===== src/rtl/alu_pkg.sv =====
// Shared ALU opcode constants and flag bundle for the decode path and execute stage.
package alu_pkg;
    localparam logic [2:0] ALU_ADD = 3'b000;
    localparam logic [2:0] ALU_SUB = 3'b001;
    localparam logic [2:0] ALU_AND = 3'b010;
    localparam logic [2:0] ALU_OR  = 3'b011;
    localparam logic [2:0] ALU_SLT = 3'b101;

    typedef struct packed {
        logic n;
        logic z;
        logic c;
        logic v;
    } alu_flags_t;
endpackage


===== src/rtl/alu_core.sv =====
// Combinational ALU: one shared adder serves ADD, SUB and SLT; logic ops bypass it.
module alu_core
    import alu_pkg::*;
#(
    parameter int XLEN = 32
) (
    input  logic [2:0]      alu_control,
    input  logic [XLEN-1:0] a,
    input  logic [XLEN-1:0] b,
    output logic [XLEN-1:0] result,
    output alu_flags_t      flags,
    output logic            illegal
);
    logic            subtract;
    logic [XLEN-1:0] b_eff;
    logic [XLEN:0]   sum;
    logic [XLEN-1:0] logic_res;
    alu_flags_t      arith_flags;

    assign subtract = (alu_control == ALU_SUB) || (alu_control == ALU_SLT);
    assign b_eff    = subtract ? ~b : b;
    assign sum      = {1'b0, a} + {1'b0, b_eff} + {{XLEN{1'b0}}, subtract};

    // Signed overflow: operands agree in sign but the sum does not.
    assign arith_flags.n = sum[XLEN-1];
    assign arith_flags.z = (sum[XLEN-1:0] == '0);
    assign arith_flags.c = sum[XLEN];
    assign arith_flags.v = (a[XLEN-1] == b_eff[XLEN-1]) && (sum[XLEN-1] != a[XLEN-1]);

    always_comb begin
        result    = '0;
        flags     = '0;
        illegal   = 1'b0;
        logic_res = (alu_control == ALU_AND) ? (a & b) : (a | b);
        case (alu_control)
            ALU_ADD, ALU_SUB: begin
                result = sum[XLEN-1:0];
                flags  = arith_flags;
            end
            ALU_SLT: begin
                result = {{(XLEN-1){1'b0}}, arith_flags.n ^ arith_flags.v};
                flags  = arith_flags;
            end
            ALU_AND, ALU_OR: begin
                result  = logic_res;
                flags.n = logic_res[XLEN-1];
                flags.z = (logic_res == '0);
            end
            default: begin
                illegal = 1'b1;
                flags.z = 1'b1;
            end
        endcase
    end
endmodule


===== src/rtl/alu_execute_stage.sv =====
// Registered ALU execute stage with valid/ready on both sides and a 1-entry skid buffer.
module alu_execute_stage
    import alu_pkg::*;
#(
    parameter int XLEN = 32,
    parameter int RD_W = 5
) (
    input  logic            clk,
    input  logic            rst,
    input  logic            in_valid,
    output logic            in_ready,
    input  logic [2:0]      alu_control,
    input  logic [XLEN-1:0] src_a,
    input  logic [XLEN-1:0] src_b,
    input  logic [RD_W-1:0] rd_in,
    input  logic            reg_write_in,
    input  logic            flush,
    output logic            out_valid,
    input  logic            out_ready,
    output logic [XLEN-1:0] result,
    output logic            zero,
    output logic            negative,
    output logic            carry,
    output logic            overflow,
    output logic            illegal_op,
    output logic [RD_W-1:0] rd_out,
    output logic            reg_write_out
);
    localparam int ENT_W = XLEN + 5 + RD_W + 1;

    logic [XLEN-1:0]  core_result;
    alu_flags_t       core_flags;
    logic             core_illegal;
    logic [ENT_W-1:0] core_ent, out_ent, skid_ent;
    logic             skid_valid, skid_valid_next, out_valid_next;
    logic             in_fire, out_open, out_load, skid_load;

    alu_core #(.XLEN(XLEN)) u_core (
        .alu_control (alu_control),
        .a           (src_a),
        .b           (src_b),
        .result      (core_result),
        .flags       (core_flags),
        .illegal     (core_illegal)
    );

    assign core_ent = {core_result, core_flags.n, core_flags.z, core_flags.c, core_flags.v,
                       core_illegal, rd_in, reg_write_in & ~core_illegal};
    assign {result, negative, zero, carry, overflow, illegal_op, rd_out, reg_write_out} = out_ent;

    // in_ready is a register equal to !skid_valid, so no input is taken while the skid is full.
    assign in_fire   = in_valid & in_ready;
    assign out_open  = !out_valid || out_ready;
    assign out_load  = !flush && out_open && (skid_valid || in_fire);
    assign skid_load = !flush && in_fire && out_valid && !out_ready;

    always_comb begin
        out_valid_next  = out_valid;
        skid_valid_next = skid_valid;
        if (flush) begin
            out_valid_next  = 1'b0;
            skid_valid_next = 1'b0;
        end else if (out_open) begin
            out_valid_next  = skid_valid || in_fire;
            skid_valid_next = 1'b0;
        end else if (in_fire) begin
            skid_valid_next = 1'b1;
        end
    end

    always_ff @(posedge clk or negedge rst) begin
        if (!rst) begin
            out_valid  <= 1'b0;
            skid_valid <= 1'b0;
            in_ready   <= 1'b1;
            out_ent    <= '0;
        end else begin
            out_valid  <= out_valid_next;
            skid_valid <= skid_valid_next;
            in_ready   <= !skid_valid_next;
            if (out_load)
                out_ent <= skid_valid ? skid_ent : core_ent;
        end
    end

    always_ff @(posedge clk) begin
        if (skid_load)
            skid_ent <= core_ent;
    end
endmodule

===== config.mk =====
export PLATFORM = sky130hd
export DESIGN_NAME = alu_execute_stage
export DESIGN_NICKNAME = d
export VERILOG_FILES = /design/src/rtl/alu_pkg.sv /design/src/rtl/alu_core.sv /design/src/rtl/alu_execute_stage.sv
export SDC_FILE = /design/constraint.sdc
export NUM_CORES = 1
export LEC_CHECK = 0
export BUFFER_PORTS_ARGS = -buffer_cell sky130_fd_sc_hd__buf_2
export CAP_MARGIN = 20
export CORE_MARGIN = 3
export CORE_UTILIZATION = 38
export DETAILED_ROUTE_END_ITERATION = 10
export PLACE_DENSITY_LB_ADDON = 0.08
export SYNTH_ARGS = -nofsm -noshare
export SYNTH_HDL_FRONTEND = slang
export SYNTH_SLANG_ARGS = --single-unit
export TNS_END_PERCENT = 10

===== constraint.sdc =====
create_clock -name clk -period 5.2 [get_ports clk]
set_clock_uncertainty 0.1 [all_clocks]
set_input_delay 0.52 -clock clk [delete_from_list [all_inputs] [get_ports clk]]
set_output_delay 0.52 -clock clk [all_outputs]
set_load 0.005 [all_outputs]

==> summary.md, run 1 <==
| Metric | Value |
|---|---|
| Top_reg_cell synth | `dfrtp_1` |
| Number of instances in the synthesized netlist | `849` |
| Number of hold-repair buffers added at the cts stage | `0` |
| Category of the worst setup path launch point | `primary input` |
| Starting density of the core | `0.390` |
| CTS tree | `yes` |
| Result of the run | `completed` |
| Filler cell count | `1991` |
| GR Util All Layers | `0.221` |
| Relative area change from synthesis to final layout | `14.8%` |
| Async set or reset register ratio after synthesis | `0.517` |
| HPWL after DPL | `18.3 mm` |
| Cell area power density | `286 nW/µm²` |
| First-pass GRT wire length | `37.4 mm` |
| Cell Chain, Critical Path | `buf_2 > buf_4 > nor2_1 > buf_4 > xnor2_1 > ha_1 > and4_1 > o221ai_2 > a21oi_1 > o21ai_0 > a211o_1 > xnor2_1 > nor2_1 > a311oi_1 > nand2_1 > a31oi_1` |
| Final core utilization | `0.447` |
| Global placement routability congestion | `0.926` |
| Fraction of met2 tracks used by global routing | `0.353` |
| Max-Slew Margin vs Limit | `0.435` |
| Switching Fraction | `0.358` |
| Net switching component of the power | `867 µW` |
| Post-Route Setup TNS | `0 ns` |
| Antenna Nets Post-Route | `0` |
| RSZ-0062 raised after global routing | `no` |
| Max clock buf depth | `2` |
| Count of endpoints failing hold in the final timing report | `0` |
| Capture instance of the worst register-to-register path | `out_ent[14]` |
| CP endpoint kind | `flip-flop` |
| Clock insertion delay at the later pin of the skew report | `0.34 ns` |
| Power share of the clock group | `0.265` |
| Via-to-Cell Ratio | `5.61` |
| Sinks on the clock net | `89` |
| Internal Pwr Total | `1550 µW` |
| Initial DRC Count | `439` |
| Worst reg2reg path startpoint | `in_ready` |
| Layout net count | `1064` |
| Antenna violations before repair | `0` |
| Number of search-and-repair iterations in the first detailed-routing pass | `5` |
| Hold/Removal Path Class | `in2async` |
| Combined area of all synthesized cells | `7360 µm²` |
| CP max stage delay | `0.69 ns` |
| FF-to-FF path depth | `5` |
| Most used routing layer in global routing | `met2` |
| Synthesized area per cell | `8.67 µm²` |
| Total gr overflow | `0` |
| Flops & latches, synth | `89` |
| Setup violations, final | `0` |
| Height of the chip | `145 µm` |
| Total number of vias | `6818` |
| Final Max Tran Viols | `0` |
| Final worst-path cycle share | `0.821` |
| CTS root buf | `clkbuf_16` |
| Row count | `50` |
| Transition time at the pin with the least slew margin | `0.842 ns` |
| Full die area | `21100 µm²` |
| Worst endpoint required time | `5.36 ns` |
| Deepest level of the CTS H-tree | `3` |
| Number of enable flip-flop cells after synthesis | `43` |
| Core Footprint | `18900 µm²` |
| Total I/O pin count | `123` |
| Pin count of the biggest net entering global routing | `49` |
| Proportion of synthesized chip area in sequential cells | `0.332` |
| Total power consumption of the routed design | `2420 µW` |
| Fmax | `0.234 GHz` |
| Largest voltage drop on the vdd net | `165 µV` |
| Arrival time at the worst endpoint | `4.43 ns` |
| Via count of the first global-routing pass | `6549` |
| Final Critical Period | `4.27 ns` |
| Global-route track usage on met3 | `0.0212` |
| Num CTS Buffers | `9` |
| Setup Buffers After CTS | `0` |
| Power share of the combinational group | `0.380` |
| Clock transition at path regs | `0.06 ns` |
| Width of the chip | `145 µm` |
| DRC viols | `0` |
| Antenna diode count | `0` |
| Yosys Warn Count | `0` |
| Maxcap violations | `0` |
| Reg power frac | `0.355` |
| Post-synthesis cell type count | `87` |
| Share of cells above drive strength 1 | `0.197` |
| Avg WL per Cell | `19.5 µm` |
| Worst Path Buf+Inv | `3` |
| Setup slack of the worst register-to-register path | `2.91 ns` |
| Critical path's slowest cell | `a311oi_1` |
| Top fanout value on the critical path | `41` |
| Crit-path leading delay family | `compound AO/OA/AOI/OAI gates` |
| Number of input and output port buffers inserted | `122` |
| Nets in the synthesized netlist | `963` |
| Gates resized, CTS repair | `0` |
| Met1 usage in global routing | `0.323` |
| Sum of routed wire length over all layers | `23.6 mm` |
| Classification of the worst setup path | `in2reg` |
| Leakage | `0.00348 µW` |
==> per-layer routing <==
metal,up-vias,share of wire
met5,-,0
met4,0,0.020
met3,29,0.036
met2,173,0.45
met1,3251,0.49
li1,3365,-
==> cells in the final DEF (no fill, tap or decap), types with 5 or more instances in the layout <==
master,n
nor3_1,11
nor4_1,7
nand3_1,16
clkbuf_16,9
or3b_2,5
xnor2_1,43
buf_4,15
dfrtp_1,45
and4_1,5
and2_1,6
buf_2,122
o22a_1,5
o21ai_0,59
xor2_1,8
nand2_1,75
edfxtp_1,43
a311oi_1,19
nor3b_1,10
a21oi_1,98
o22ai_1,12
mux2i_1,41
o31ai_1,5
nand4_1,8
nor2_1,95
o211ai_1,6
inv_1,26
o21a_1,26
ha_1,35
==> stage by stage <==
step           setup slack (ns)  instance area, µm²  hold slack, ns  cells
6_report                  0.933                8450           0.179   1215
5_1_grt                   0.755                8450           0.232   1215
4_1_cts                    1.09                8450           0.207   1215
3_5_place_dp              0.754                8160           0.392   1199
3_3_place_gp              0.748                8160           0.391   1199
2_1_floorplan             0.965                7360           0.124    849
==> cells by family (layout without fill, tap and decap cells) <==
| kind of cell | count (synthesis) | after routing | share of synthesized area |
|---|---|---|---|
| muxes | 41 | 41 | 0.0557 |
| and+or+nand+nor | 269 | 269 | 0.179 |
| AOI/OAI and AO/OA | 285 | 285 | 0.256 |
| DFF | 89 | 89 | 0.332 |
| buffers and inverters | 75 | 181 | 0.0506 |
| xor gates and xnor gates | 51 | 51 | 0.0607 |
| adders and majority gates | 39 | 39 | 0.0663 |
==> worst max-delay path by stage <==
stage	from	end	slack, ns	depth (start not counted)
2_1_floorplan	out_ready	skid_ent[0]	0.97	2
3_3_place_gp	alu_control[1]	out_ent[9]	0.75	16
3_5_place_dp	alu_control[1]	out_ent[9]	0.75	16
4_1_cts	alu_control[1]	out_ent[9]	1.09	16
5_1_grt	alu_control[1]	out_ent[9]	0.76	16
6_report	alu_control[1]	out_ent[28]	0.93	16
==> cells in the mapped netlist (4+ instances only) <==
master / count / area share
nor3_1: 12 / 0.0082
buf_1: 4 / 0.0020
o22ai_1: 12 / 0.010
clkbuf_1: 25 / 0.013
inv_1: 26 / 0.013
nand3_1: 16 / 0.011
or3_1: 4 / 0.0034
buf_2: 6 / 0.0041
nor3b_1: 10 / 0.010
o31ai_1: 5 / 0.0051
nor4_1: 7 / 0.0059
dfrtp_1: 45 / 0.15
nor2_1: 96 / 0.049
or3b_2: 5 / 0.0059
and4_1: 5 / 0.0059
nand2_1: 75 / 0.038
nand4_1: 8 / 0.0068
xor2_1: 8 / 0.0095
and2_1: 6 / 0.0051
nand2b_1: 4 / 0.0034
a21oi_1: 98 / 0.067
o21a_1: 26 / 0.027
o22a_1: 5 / 0.0059
a311oi_2: 4 / 0.0082
ha_1: 35 / 0.059
clkbuf_8: 4 / 0.0075
a31oi_1: 4 / 0.0034
o21ai_0: 59 / 0.040
a211o_1: 4 / 0.0048
mux2i_1: 41 / 0.056
o211ai_1: 6 / 0.0061
edfxtp_1: 43 / 0.18
a311oi_1: 19 / 0.023
xnor2_1: 43 / 0.051
==> power groups by stage <==
stage	Clock (µW)	Combinational, µW	Sequential [µW]
after CTS	658	915	861
after global placement	0	913	875
after floorplan	0	589	878
after detailed placement	0	910	875
final	640	920	859
after global routing	685	1020	872
==> worst reg2reg max path: cells and delay by family (launching register included) <==
family	cells	cell delay, ns
buffers and inverters	1	0.55
AOI/OAI and AO/OA	2	0.25
DFF	1	0.54
and+or+nand+nor	2	0.78
==> state kept, by name, summed over array words and instances, names as in the netlist <==
signal,flops
out_valid,1
skid_ent,43
in_ready,1
skid_valid,1
out_ent,43
==> layout make-up <==
| type | instances | area [µm²] | share of cell area |
|---|---|---|---|
| clock inverters | 7 | 70.1 | 0.00829 |
| flip-flops and latches | 89 | 2440 | 0.289 |
| clock buffers | 9 | 225 | 0.0267 |
| multi-input cells | 685 | 4560 | 0.539 |
| inverters | 28 | 105 | 0.0124 |
| repair buffers | 137 | 723 | 0.0856 |
| well taps | 260 | 325 | 0.0385 |
Note: power is estimated with default switching activity, not from simulation.
==> inputs of run 2 (changes only) <==
==> constraint.sdc (replaced) <==
create_clock -name clk -period 3.7 [get_ports clk]
set_clock_uncertainty 0.1 [all_clocks]
set_input_delay 0.37 -clock clk [delete_from_list [all_inputs] [get_ports clk]]
set_output_delay 0.37 -clock clk [all_outputs]
set_load 0.005 [all_outputs]
==> run 2 against run 1 <==
Compared with the run above:
- clock power up 66%
- count of clock-buffer cells in the layout unchanged
- first-iteration DRC count is 18% higher
- setup slack worse by 0.88 ns
==> summary.md, run 2 (synthesis results as in run 1) <==
| Metric | Value |
|---|---|
| Cell Chain, Critical Path | `buf_2 > inv_1 > nand2_1 > buf_4 > buf_12 > xnor2_1 > ha_1 > nand2_1 > a211oi_4 > buf_4 > or4b_2 > o211a_1 > nor4b_2 > nand4bb_1 > nor4_2 > and4_1 > a211oi_2 > o22ai_2` |
| Antenna Nets Post-Route | `0` |
| Post-Route Setup TNS | `0 ns` |
| Avg WL per Cell | `18.1 µm` |
| Sequential standard cell area | `2440 µm²` |
| Cell area power density | `404 nW/µm²` |
| Pin count of the biggest net entering global routing | `55` |
| Arrival time at the worst endpoint | `3.80 ns` |
| Final worst-path cycle share | `0.985` |
| Multi-input gate area in the final layout | `4590 µm²` |
| Via-to-Cell Ratio | `5.39` |
| Top fanout value on the critical path | `10` |
| Via count of the first global-routing pass | `6870` |
| Cell area after placement | `9240 µm²` |
| Max clock buf depth | `2` |
| Number of input and output port buffers inserted | `122` |
| Fmax | `0.274 GHz` |
| Largest registers | `out_ent: 43 flops, skid_ent: 43 flops` |
| Sinks on the clock net | `89` |
| Commonest cells after routing, fill and taps aside | `buf_4, buf_2, a21oi_1` |
| HPWL after DPL | `19.7 mm` |
| Most common library cell in the layout ignoring fill and taps | `buf_4` |
| Relative area change from synthesis to final layout | `30.7%` |
| Final Max Tran Viols | `0` |
| Initial DRC Count | `518` |
| CTS tree | `yes` |
| CP endpoint kind | `flip-flop` |
| Sum of routed wire length over all layers | `24.5 mm` |
| Crit-path leading delay family | `simple AND/OR/NAND/NOR gates` |
| Category of the worst setup path launch point | `primary input` |
| Filler cell count | `1851` |
| Starting density of the core | `0.390` |
| Number of hold-repair buffers added at the cts stage | `0` |
| Worst Path Buf+Inv | `5` |
| Total I/O pin count | `123` |
| Area of all placed cells without fillers | `9620 µm²` |
| Core Footprint | `18900 µm²` |
| Full die area | `21100 µm²` |
| Maxcap violations | `0` |
| Leakage | `0.00421 µW` |
| Deepest level of the CTS H-tree | `3` |
| Total gr overflow | `0` |
| Largest voltage drop on the vdd net | `213 µV` |
| Transition time at the pin with the least slew margin | `0.893 ns` |
| Start point of the critical path | `alu_control[1]` |
| Critical path's slowest cell | `or4b_2` |
| Total power consumption of the routed design | `3890 µW` |
| DRC viols | `0` |
| Row count | `50` |
| Height of the chip | `145 µm` |
| Antenna diode count | `0` |
| RSZ-0062 raised after global routing | `yes` |
| Worst endpoint required time | `3.86 ns` |
| CP max stage delay | `0.63 ns` |
| Layout net count | `1203` |
| Clock transition at path regs | `0.07 ns` |
| Max-Slew Margin vs Limit | `0.405` |
| Result of the run | `completed` |
| Clock insertion delay at the later pin of the skew report | `0.34 ns` |
| First-pass GRT wire length | `38.3 mm` |
| Antenna violations before repair | `0` |
| Worst reg2reg path startpoint | `in_ready` |
| Global placement routability congestion | `0.915` |
| Num CTS Buffers | `9` |
| CTS root buf | `clkbuf_16` |
| GR Util All Layers | `0.227` |
| Total number of vias | `7297` |
| Worst hold slack across all endpoints | `0.0527 ns` |
| Classification of the worst setup path | `in2reg` |
| Hold/Removal Path Class | `in2async` |
| Final Critical Period | `3.64 ns` |
| Share of cells above drive strength 1 | `0.304` |
| Number of search-and-repair iterations in the first detailed-routing pass | `5` |
| Setup violations, final | `0` |
| Width of the chip | `145 µm` |
| Count of endpoints failing hold in the final timing report | `0` |
## run 2: worst paths after layout
| path | to | slack (ns) | cells after the start |
|---|---|---|---|
| hold / removal | out_ent[16] | 0.05 | 1 |
| min in group clk | skid_ent[5] | 0.12 | 1 |
| hold reg to reg | out_ent[37] | 0.41 | 1 |
| setup reg to reg | out_ent[28] | 1.88 | 5 |
| max in group asynchronous | in_ready | 2.68 | 2 |
| setup / recovery | out_ent[9] | 0.06 | 18 |
## run 2: layout make-up
| cell class | count | share of cell area |
|---|---|---|
| sequential | 89 | 0.254 |
| clock inverter | 7 | 0.0127 |
| inverter | 28 | 0.0109 |
| tap | 260 | 0.0338 |
| timing repair buffer | 276 | 0.188 |
| clock buffer | 9 | 0.0234 |
| multi-input combinational | 685 | 0.477 |
## run 2: repair_timing
| item | in CTS | in global routing |
|---|---|---|
| gates resized for setup | 0 | 8 |
| buffers inserted | 0 | 0 |
| endpoints found under the setup margin | 0 | 17 |
## run 2: power breakdown
group          leakage [µW]  internal (µW)  switching [µW]  total, µW
clock              0.000171            668             393       1060
sequential         0.000922           1150            51.7       1210
combinational       0.00312            764             855       1620
## run 2: metrics by stage
step	setup WS, ns	std cells	utilization
after global placement	-0.271	1338	0.489
final	0.0567	1354	0.509
after global routing	-0.0956	1354	0.509
after detailed placement	-0.339	1338	0.489
after CTS	0.00129	1354	0.508
after floorplan	-0.169	849	-
## run 2: metal layers
layer  vias to the layer above  routed length [µm]  global-route usage
met5                         -                   0                   0
met4                         0                 358              0.0532
met3                        20                 974              0.0225
met2                       169               11600               0.381
met1                      3463               11500               0.317
li1                       3645                   -                   -
